## src/rtl/seq_pkg.sv

```systemverilog
// Shared definitions for the sequence player: colour width, the playback/check
// state encoding and a small helper used to size the display timer.
package seq_pkg;

    localparam int COLOR_W = 2;

    typedef enum logic [1:0] {
        IDLE  = 2'd0,
        ON    = 2'd1,
        OFF   = 2'd2,
        CHECK = 2'd3
    } state_t;

    function automatic int maxOf(input int a, input int b);
        return (a > b) ? a : b;
    endfunction

endpackage

```

## src/rtl/seq_if.sv

```systemverilog
// Game-side bundle of the sequence player: control pulses and player guesses
// flow in, the displayed colour, status and result pulses flow out.
interface seq_if #(
    parameter int MAX_LEN = 32
) ();
    import seq_pkg::*;

    localparam int LEN_W = $clog2(MAX_LEN) + 1;

    logic               clear;
    logic               append;
    logic [COLOR_W-1:0] num;
    logic               guess_valid;
    logic [COLOR_W-1:0] guess;

    logic               show_valid;
    logic [COLOR_W-1:0] show_color;
    logic               busy;
    logic               play_done;
    logic               match;
    logic               mismatch;
    logic               round_won;
    logic [LEN_W-1:0]   length;
    logic               full;

    modport master (
        output clear, append, num, guess_valid, guess,
        input  show_valid, show_color, busy, play_done, match, mismatch,
               round_won, length, full
    );

    modport slave (
        input  clear, append, num, guess_valid, guess,
        output show_valid, show_color, busy, play_done, match, mismatch,
               round_won, length, full
    );

endinterface

```

## src/rtl/seq_mem.sv

```systemverilog
// Colour store for the sequence: one synchronous write port used when a new
// element is appended, one combinational read port shared by playback and
// guess checking. Contents are deliberately left unreset.
module seq_mem
    import seq_pkg::*;
#(
    parameter int DEPTH  = 32,
    parameter int ADDR_W = $clog2(DEPTH)
) (
    input  logic               clock,
    input  logic               i_we,
    input  logic [ADDR_W-1:0]  i_waddr,
    input  logic [COLOR_W-1:0] i_wdata,
    input  logic [ADDR_W-1:0]  i_raddr,
    output logic [COLOR_W-1:0] o_rdata
);

    logic [COLOR_W-1:0] r_mem [DEPTH];

    // Capture a new colour on the write strobe; no reset, stale entries are
    // never read because the index is always below the stored length.
    always_ff @(posedge clock) begin
        if (i_we) begin
            r_mem[i_waddr] <= i_wdata;
        end
    end

    assign o_rdata = r_mem[i_raddr];

endmodule

```

## src/rtl/sequence_player.sv

```systemverilog
// Simon-style sequence player: appends a colour, replays the whole stored
// sequence with timed on/off phases, then checks the player's guesses one
// element at a time and reports match/mismatch/round-won pulses.
module sequence_player
    import seq_pkg::*;
#(
    parameter int MAX_LEN    = 32,
    parameter int ON_CYCLES  = 25_000_000,
    parameter int OFF_CYCLES = 12_500_000
) (
    input  logic clock,
    input  logic reset,
    seq_if.slave bus
);

    localparam int ADDR_W  = $clog2(MAX_LEN);
    localparam int LEN_W   = ADDR_W + 1;
    localparam int TIMER_W = $clog2(maxOf(ON_CYCLES, OFF_CYCLES) + 1);

    state_t             r_state;
    state_t             w_nextState;
    logic [LEN_W-1:0]   r_length;
    logic [LEN_W-1:0]   w_nextLength;
    logic [ADDR_W-1:0]  r_idx;
    logic [ADDR_W-1:0]  w_nextIdx;
    logic [TIMER_W-1:0] r_timer;
    logic [TIMER_W-1:0] w_nextTimer;

    logic r_playDone;
    logic r_match;
    logic r_mismatch;
    logic r_roundWon;
    logic w_playDone;
    logic w_match;
    logic w_mismatch;
    logic w_roundWon;

    logic               w_we;
    logic [COLOR_W-1:0] w_memColor;
    logic               w_full;
    logic               w_lastIdx;
    logic               w_onDone;
    logic               w_offDone;

    seq_mem #(
        .DEPTH  (MAX_LEN),
        .ADDR_W (ADDR_W)
    ) u_mem (
        .clock   (clock),
        .i_we    (w_we),
        .i_waddr (r_length[ADDR_W-1:0]),
        .i_wdata (bus.num),
        .i_raddr (r_idx),
        .o_rdata (w_memColor)
    );

    assign w_full    = (r_length == LEN_W'(MAX_LEN));
    assign w_lastIdx = ({1'b0, r_idx} == (r_length - LEN_W'(1)));
    assign w_onDone  = (r_timer == TIMER_W'(ON_CYCLES - 1));
    assign w_offDone = (r_timer == TIMER_W'(OFF_CYCLES - 1));

    // Next-state logic: clear overrides everything, otherwise walk through
    // append -> timed playback -> guess checking. The timer is cleared on
    // every phase change so it never needs to wrap.
    always_comb begin
        w_nextState  = r_state;
        w_nextLength = r_length;
        w_nextIdx    = r_idx;
        w_nextTimer  = r_timer;
        w_we         = 1'b0;
        w_playDone   = 1'b0;
        w_match      = 1'b0;
        w_mismatch   = 1'b0;
        w_roundWon   = 1'b0;

        if (bus.clear) begin
            w_nextState  = IDLE;
            w_nextLength = '0;
            w_nextIdx    = '0;
            w_nextTimer  = '0;
        end else begin
            case (r_state)
                IDLE: begin
                    if (bus.append) begin
                        if (!w_full) begin
                            w_we         = 1'b1;
                            w_nextLength = r_length + LEN_W'(1);
                        end
                        w_nextIdx   = '0;
                        w_nextTimer = '0;
                        w_nextState = ON;
                    end
                end
                ON: begin
                    if (w_onDone) begin
                        w_nextTimer = '0;
                        w_nextState = OFF;
                    end else begin
                        w_nextTimer = r_timer + TIMER_W'(1);
                    end
                end
                OFF: begin
                    if (w_offDone) begin
                        w_nextTimer = '0;
                        if (w_lastIdx) begin
                            w_playDone  = 1'b1;
                            w_nextIdx   = '0;
                            w_nextState = CHECK;
                        end else begin
                            w_nextIdx   = r_idx + ADDR_W'(1);
                            w_nextState = ON;
                        end
                    end else begin
                        w_nextTimer = r_timer + TIMER_W'(1);
                    end
                end
                CHECK: begin
                    if (bus.guess_valid) begin
                        if (bus.guess == w_memColor) begin
                            w_match = 1'b1;
                            if (w_lastIdx) begin
                                w_roundWon  = 1'b1;
                                w_nextIdx   = '0;
                                w_nextState = IDLE;
                            end else begin
                                w_nextIdx = r_idx + ADDR_W'(1);
                            end
                        end else begin
                            w_mismatch  = 1'b1;
                            w_nextIdx   = '0;
                            w_nextState = IDLE;
                        end
                    end
                end
                default: begin
                    w_nextState = IDLE;
                end
            endcase
        end
    end

    // State, counters and the registered one-cycle result pulses.
    always_ff @(posedge clock or posedge reset) begin
        if (reset) begin
            r_state    <= IDLE;
            r_length   <= '0;
            r_idx      <= '0;
            r_timer    <= '0;
            r_playDone <= 1'b0;
            r_match    <= 1'b0;
            r_mismatch <= 1'b0;
            r_roundWon <= 1'b0;
        end else begin
            r_state    <= w_nextState;
            r_length   <= w_nextLength;
            r_idx      <= w_nextIdx;
            r_timer    <= w_nextTimer;
            r_playDone <= w_playDone;
            r_match    <= w_match;
            r_mismatch <= w_mismatch;
            r_roundWon <= w_roundWon;
        end
    end

    assign bus.show_valid = (r_state == ON);
    assign bus.show_color = (r_state == ON) ? w_memColor : '0;
    assign bus.busy       = (r_state != IDLE);
    assign bus.play_done  = r_playDone;
    assign bus.match      = r_match;
    assign bus.mismatch   = r_mismatch;
    assign bus.round_won  = r_roundWon;
    assign bus.length     = r_length;
    assign bus.full       = w_full;

endmodule

```

## src/flat_wrapper.sv

```systemverilog
// flat-port wrapper written by rule: the top's interface ports become plain ports
module sequence_player_flat import seq_pkg::*;
#(
    parameter int MAX_LEN    = 32,
    parameter int ON_CYCLES  = 25_000_000,
    parameter int OFF_CYCLES = 12_500_000
)
  (clock, reset, bus_clear, bus_append, bus_num, bus_guess_valid, bus_guess, bus_show_valid, bus_show_color, bus_busy, bus_play_done, bus_match, bus_mismatch, bus_round_won, bus_length, bus_full);
  seq_if #(.MAX_LEN(MAX_LEN)) bus_i ();
  input  logic clock;
  input  logic reset;
  input wire logic [$bits(bus_i.clear)-1:0] bus_clear;
  input wire logic [$bits(bus_i.append)-1:0] bus_append;
  input wire logic [$bits(bus_i.num)-1:0] bus_num;
  input wire logic [$bits(bus_i.guess_valid)-1:0] bus_guess_valid;
  input wire logic [$bits(bus_i.guess)-1:0] bus_guess;
  output wire logic [$bits(bus_i.show_valid)-1:0] bus_show_valid;
  output wire logic [$bits(bus_i.show_color)-1:0] bus_show_color;
  output wire logic [$bits(bus_i.busy)-1:0] bus_busy;
  output wire logic [$bits(bus_i.play_done)-1:0] bus_play_done;
  output wire logic [$bits(bus_i.match)-1:0] bus_match;
  output wire logic [$bits(bus_i.mismatch)-1:0] bus_mismatch;
  output wire logic [$bits(bus_i.round_won)-1:0] bus_round_won;
  output wire logic [$bits(bus_i.length)-1:0] bus_length;
  output wire logic [$bits(bus_i.full)-1:0] bus_full;
  assign bus_i.clear = bus_clear;
  assign bus_i.append = bus_append;
  assign bus_i.num = bus_num;
  assign bus_i.guess_valid = bus_guess_valid;
  assign bus_i.guess = bus_guess;
  assign bus_show_valid = bus_i.show_valid;
  assign bus_show_color = bus_i.show_color;
  assign bus_busy = bus_i.busy;
  assign bus_play_done = bus_i.play_done;
  assign bus_match = bus_i.match;
  assign bus_mismatch = bus_i.mismatch;
  assign bus_round_won = bus_i.round_won;
  assign bus_length = bus_i.length;
  assign bus_full = bus_i.full;
  sequence_player #(.MAX_LEN(MAX_LEN), .ON_CYCLES(ON_CYCLES), .OFF_CYCLES(OFF_CYCLES)) u_core (.clock(clock), .reset(reset), .bus(bus_i));
endmodule
```

## config.mk

```make
export PLATFORM = sky130hd
export DESIGN_NAME = sequence_player_flat
export DESIGN_NICKNAME = d
export VERILOG_FILES = /design/src/rtl/seq_pkg.sv /design/src/rtl/seq_if.sv /design/src/rtl/seq_mem.sv /design/src/rtl/sequence_player.sv /design/src/flat_wrapper.sv
export SDC_FILE = /design/constraint.sdc
export NUM_CORES = 1
export LEC_CHECK = 0
export CAP_MARGIN = 40
export CORE_MARGIN = 2
export CORE_UTILIZATION = 55
export DETAILED_ROUTE_END_ITERATION = 7
export GPL_TIMING_DRIVEN = 0
export PLACE_DENSITY = 0.87
export SYNTH_ARGS = -nofsm -noshare
export SYNTH_HDL_FRONTEND = slang
export SYNTH_SLANG_ARGS = --single-unit
```

## constraint.sdc

```tcl
create_clock -name clock -period 2.57 [get_ports clock]
set_clock_uncertainty 0.05 [all_clocks]
set_input_delay 0.257 -clock clock [delete_from_list [all_inputs] [get_ports clock]]
set_output_delay 0.257 -clock clock [all_outputs]
set_load 0.01 [all_outputs]
```

==> run_results.csv, run 1 <==
group,metric,value,unit
sta,setup_viol,31,
clock_tree,root_buffer,"clkbuf_8",
layout,layout.cells.non_filler,654,
global_routing,overflow,0,
critical_path,cp_cell_sequence,"or3_1, or4_4, or3_4, a22o_4, nand3b_1, and2_4, buf_6, nor2_2",
sta,relSlewSlack,0.609,
global_routing,grt_pass1_vias,3870,
critical_path,crit_path_start_kind,"flip-flop",
floorplan,rows,35,
floorplan,core-area,9240,sq um
synthesis,ys.flop_type,"edfxtp_1",
layout,multi_input_area,2510,sq um
min_path,holdCritPathClass,"input port to async pin",
clock_tree,clkLatencyLatePin,0.38,ns
layout,nFillCells,594,
synthesis,avgSynthCellArea,11.3,sq um
routing,met2_length,6.73,mm
sta,slew_viol_final,0,
routing,firstDrtPassIters,7,
critical_path,arrival,2.93,ns
synthesis,ys_warn_count,0,
sta,fmax,370,MHz
floorplan,io_pins,24,
status,violations,"setup timing",
synthesis,synth.area.top_cells,"edfxtp_1 (37%), dfrtp_1 (20%), mux2i_1 (6.1%)",
sta,worst-slew-pin-transition,0.582,ns
pwr,ir_worst_vdd,340,uV
critical_path,cp-end-kind,"flip-flop",
status,status,"finished, violations left",
synthesis,synth_fp_nets,486,
place,io_buffer_count,22,
synthesis,ys_seq_elements,106,
global_routing,grt_usage,0.249,
routing,dr_total_vias,3921,
critical_path,crit_fanout,5,
sta,period_needed,2.71,ns
routing,routed.top_layer,"met4",
place,dpl.hpwl,8.00,mm
place,place_inst,620,
clock_tree,cts_max_path_buffers,2,
sta,timing.final.ws_setup,-0.135,ns
clock_tree,cts_buffers,9,
run,max_cap_violations,0,
synthesis,ys_seq_area_frac,0.565,
synthesis,yosysTopAreaCell,"edfxtp_1",
layout,finalInstanceArea,6480,sq um
pwr,leakage,2.25,nW
place,dpl-instance-area,5690,sq um
critical_path,required,2.79,ns
critical_path,worstSetupPathType,"flip-flop to flip-flop",
place,place.gp.congestion,0.865,
sta,rsz0062_at_grt,"true",
clock_tree,clock-sinks,106,
synthesis,syn-instance-count,466,
routing,viasPerCell,6.00,
routing,drtIter0Drc,313,
pwr,powerDensity,677,nW/um^2
layout,fin_nets,540,
global_routing,grt_max_degree,40,
routing,wl_per_cell,20.1,microns
layout,drive_gt1_frac,0.246,
global_routing,grt_pass1_wl,19.4,mm
routing,drc_errors,0,
critical_path,r2r_setup_slack,-0.14,ns
routing,ant_nets,0,
routing,wl_met1,5.11,mm
floorplan,die_w,102,microns
critical_path,cp_slowest_cell,"dfrtp_1",
synthesis,synthDistinctLibCells,58,
synthesis,synth_top_area_share,0.365,
synthesis,syn_area,5260,sq um
layout,antenna_cells,0,
sta,timing.final.crit_share,1.05,
clock_tree,htreeDepth,3,
layout,final_util,0.702,
layout,final-seq-area,2980,sq um
global_routing,antenna_found_initial,0,
floorplan,start_util,0.569,
floorplan,dieArea,10400,sq um
sta,hold_viol_final,0,
routing,wl_met3,936,microns
floorplan,die_h,102,microns
synthesis,synth-async-reset-ratio,0.396,
layout,syn_to_final_growth,23.3,%
clock_tree,clk_pin_slew_worst_paths,0.10,ns
synthesis,synth_edf_count,64,
pwr,power,4.39,mW
critical_path,max_stage_delay,0.44,ns
clock_tree,cts_tree,"built",
routing,wirelength,13.1,mm
-- synthesized netlist by cell type, types with 2 or more instances --
cell type,instances
or3b_2,2
nand4_1,3
and3_2,3
a31oi_1,2
o21ai_0,11
nand3_1,16
edfxtp_1,64
and4_1,2
a211oi_1,4
nand2_1,50
nor2_1,71
nand3b_1,4
xor2_1,21
a21o_1,2
and3_1,7
a21oi_1,12
o2111ai_1,3
nand4b_1,2
nor3_1,7
xnor2_1,11
or3_4,2
o31ai_1,2
buf_2,5
inv_1,9
nand2b_1,8
nor3b_1,2
or3_1,5
and2_1,3
dfrtp_1,42
mux2i_1,32
buf_4,3
ha_1,11
nor2b_1,9
a22oi_1,8
clkbuf_1,5
-- where the power goes --
part           switching (mW)  internal, mW
Clock                   0.565         0.568
Sequential             0.0606          1.85
Combinational           0.793         0.554
Total                    1.42          2.97
-- repair_timing --
action                                  in CTS  in global routing
hold buffers                                 0                  0
buffers inserted                            13                  4
pin swaps                                   14                 17
endpoints found under the setup margin      37                 35
resized for setup                           64                 53
gates cloned                                 2                  0
-- final timing paths --
kind                                   start                    to  depth (start not counted)
max in group asynchronous              reset  u_core.bus.length[0]                          3
min reg2reg                u_core.r_timer[4]     u_core.r_timer[4]                          1
min                                    reset    u_core.r_timer[11]                          2
max reg2reg                u_core.r_timer[7]    u_core.r_timer[24]                          8
max                        u_core.r_timer[7]    u_core.r_timer[24]                          8
min in group clock                 bus_clear      u_core.bus.match                          2
-- cell type report --
cell class	instances	area share
plain buffers	15	0.0226
clock buffers	12	0.0272
clock inverters	4	0.00791
inverters	9	0.00521
multi-input cells	335	0.388
flip-flops and latches	106	0.459
well taps	129	0.0249
repair buffers	44	0.0654
-- stage by stage --
stage | worst slack, ns | TNS [ns] | hold slack [ns]
global route | -0.203 | -4.73 | 0.0133
floorplan | 0.0198 | 0 | 0.306
CTS | -0.0451 | -0.174 | 0.0175
detailed placement | -0.445 | -8.61 | 0.406
finish | -0.135 | -2.99 | 0.0129
global placement | -0.372 | -5.45 | 0.443
-- critical path: cells and delay by family, from the launching register on --
kind | cells | cell delay (ns)
simple gates | 6 | 1.67
flops | 1 | 0.44
compound gates | 1 | 0.28
buf+inv | 1 | 0.16
-- sequential cells by signal, indices dropped and copies added, names as in the netlist --
name / cells
u_core.r_state: 2
u_core.bus.play_done: 1
u_core.bus.length: 6
u_core.bus.match: 1
u_core.bus.mismatch: 1
u_core.u_mem.r_mem: 64
u_core.r_idx: 5
u_core.bus.round_won: 1
u_core.r_timer: 25
-- placed cells by master (no fill, tap or decap), drive strengths merged, types with 16 or more instances in the layout --
cell type       n
mux2i          32
edfxtp         64
nor2           72
nand2          50
buf            30
clkdlybuf4s50  20
xor2           22
clkbuf         18
nand3          16
dfrtp          42
-- cells by family after synthesis --
family / share of synthesized area
simple gates: 0.190
flops: 0.565
compound gates: 0.0757
xor+xnor: 0.0564
mux: 0.0609
buf+inv: 0.0257
fa+ha+maj: 0.0262
-- layer usage --
| layer | global-route usage | up-vias |
|---|---|---|
| met4 | 0.0884 | 0 |
| met2 | 0.425 | 191 |
| li1 | - | 1764 |
| met5 | 0 | - |
| met3 | 0.0462 | 32 |
| met1 | 0.318 | 1934 |
No activity file was read; power rests on OpenSTA's default activity.
==> inputs of run 2 (changes only) <==
Settings changed: CORE_UTILIZATION 55 to 50, PLACE_DENSITY 0.87 to 0.82.
==> run 2 against run 1 <==
  * The flow still finishes with violations (setup timing)
  * Hold slack better by 0.014 ns
  * Cell count up 3.5%
  * Routed wire length down 0.69%
  * Via count up 1.6%
  * Die area up 9.6%
  * Sequential power about the same
  * Worst setup slack better by 0.057 ns
  * Largest cell class unchanged
==> run_results.csv, run 2 (synthesis gave the netlist of run 1 again) <==
group,metric,value,unit
sta,timing.final.crit_share,1.03,
status,violations,"setup timing",
place,dpl-instance-area,5700,sq um
clock_tree,root_buffer,"clkbuf_8",
min_path,holdCritPathClass,"input port to async pin",
pwr,intPower,3.02,mW
clock_tree,cts_tree,"built",
floorplan,rows,37,
layout,layout_common_cells,"edfxtp_1 (64), nor2_1 (51), nand2_1 (48)",
layout,max_flop_register,"u_core.u_mem.r_mem",
critical_path,r2r_setup_slack,-0.08,ns
pwr,comb_power_share,0.343,
critical_path,ff2ff_path_depth,9,
critical_path,reg2reg_from,"u_core.r_timer[1]",
floorplan,die_h,107,microns
floorplan,start_util,0.512,
sta,fmax,378,MHz
sta,hold_viol_final,0,
clock_tree,cts_buffers,9,
critical_path,arrival,2.86,ns
routing,wl_met3,760,microns
layout,finalInstanceArea,6690,sq um
critical_path,cp-end-kind,"flip-flop",
layout,largest_reg_flops,64,
pwr,p_clk_frac,0.233,
routing,wl_met1,5.22,mm
routing,firstDrtPassIters,5,
critical_path,worstSetupPathType,"flip-flop to flip-flop",
status,status,"finished, violations left",
place,io_buffer_count,22,
layout,final_util,0.651,
pwr,pwr-share-seq,0.424,
pwr,p_switching,1.47,mW
sta,worst_hold_slack,0.0266,ns
place,dpl.hpwl,7.73,mm
routing,ant_nets,0,
critical_path,required,2.78,ns
layout,syn_to_final_growth,27.3,%
global_routing,overflow,0,
critical_path,crit_path_start_kind,"flip-flop",
layout,drive_gt1_frac,0.272,
place,place.gp.congestion,0.871,
critical_path,crit_start,"u_core.r_timer[1]",
routing,wirelength,13.0,mm
global_routing,grt_max_degree,37,
pwr,powerDensity,671,nW/um^2
critical_path,endpoint,"u_core.r_timer[9]",
routing,dr_total_vias,3983,
sta,period_needed,2.65,ns
pwr,power,4.49,mW
sta,worst-slew-pin-transition,0.580,ns
critical_path,crit_fanout,5,
layout,fin_nets,556,
floorplan,dieArea,11400,sq um
pwr,ir_worst_vdd,388,uV
sta,setup_viol,23,
clock_tree,cts_max_path_buffers,2,
global_routing,antenna_found_initial,0,
routing,drtIter0Drc,414,
layout,final_common_cell,"edfxtp_1",
routing,met2_length,6.69,mm
global_routing,grt_pass1_vias,3736,
floorplan,io_pins,24,
floorplan,die_w,107,microns
clock_tree,htreeDepth,3,
routing,viasPerCell,5.88,
sta,rsz0062_at_grt,"true",
sta,timing.final.ws_setup,-0.0778,ns
routing,routed.top_layer,"met4",
critical_path,reg2reg_to,"u_core.r_timer[9]",
global_routing,grt_usage,0.215,
floorplan,core-area,10300,sq um
clock_tree,clock-sinks,106,
routing,wl_per_cell,19.2,microns
sta,relSlewSlack,0.613,
clock_tree,clkLatencyLatePin,0.38,ns
global_routing,grt_pass1_wl,18.5,mm
sta,slew_viol_final,0,
pwr,switching_share,0.328,
run,max_cap_violations,0,
routing,drc_errors,0,
clock_tree,clk_pin_slew_worst_paths,0.10,ns
layout,antenna_cells,0,
pwr,leakage,2.38,nW
==> run 2: cell types whose count changed in the layout (fill, tap and decap cells not counted), sizes merged <==
| cell | before | now |
|---|---|---|
| clkinv | 0 | 4 |
| inv | 12 | 11 |
| buf | 30 | 43 |
| clkdlybuf4s15 | 1 | 0 |
| dlygate4sd2 | 1 | 2 |
==> run 2: final cells by class <==
cell class	count	area, sq um
Clock buffer	9	124
Tap cell	136	170
Fill cell	711	3580
Timing Repair Buffer	59	616
Inverter	9	33.8
Buffer	16	158
Clock inverter	7	77.6
Multi-Input combinational cell	335	2540
Sequential cell	106	2980
==> run 2: worst max-delay path: stages (launching register included) <==
cell and delay (ns):
dfrtp_1 0.42, ha_4 0.18, nand3_4 0.08, or4_4 0.49, or3_4 0.41, a22o_4 0.27, nand3b_1 0.14, and2_4 0.25
buf_8 0.16, nor2_1 0.07
==> run 2: metrics by stage <==
stage	TNS, ns	instances	worst slack (ns)
after global placement	-6.11	624	-0.385
after global routing	-2.59	677	-0.159
final	-0.964	677	-0.0778
after CTS	-0.0706	659	-0.0437
after floorplan	0	466	0.0198
after detailed placement	-6.84	627	-0.444
==> run 2: power groups by stage <==
stage / logic [mW] / registers, mW / clock network [mW]
after floorplan: 0.643 / 1.93 / 0
after global placement: 0.897 / 1.94 / 0
after detailed placement: 0.938 / 1.94 / 0
after CTS: 1.13 / 1.90 / 1.05
after global routing: 1.65 / 1.91 / 1.11
final: 1.54 / 1.90 / 1.05
==> run 2: timing repair <==
item | CTS | global route
pin swaps | 11 | 27
resized for setup | 55 | 72
setup endpoints to repair | 37 | 50
setup buffers | 15 | 15
gates cloned | 1 | 3
hold buffers | 0 | 0
==> run 2: worst min path at each step <==
stage	from	to	slack (ns)	cells past startpoint
2_1_floorplan	bus_num[0]	u_core.u_mem.r_mem[0][0]	0.31	0
3_3_place_gp	u_core.r_timer[3]	u_core.r_timer[3]	0.45	1
3_5_place_dp	reset	u_core.r_timer[17]	0.44	2
4_1_cts	reset	u_core.r_timer[16]	0.03	2
5_1_grt	reset	u_core.r_timer[15]	0.05	2
6_report	reset	u_core.r_timer[17]	0.03	2
==> run 2: routing by layer <==
metal  global-route usage  vias to the layer above
met3               0.0313                       28
met4                0.100                        0
met1                0.281                     1978
met2                0.355                      173
li1                     -                     1804
met5                    0                        -
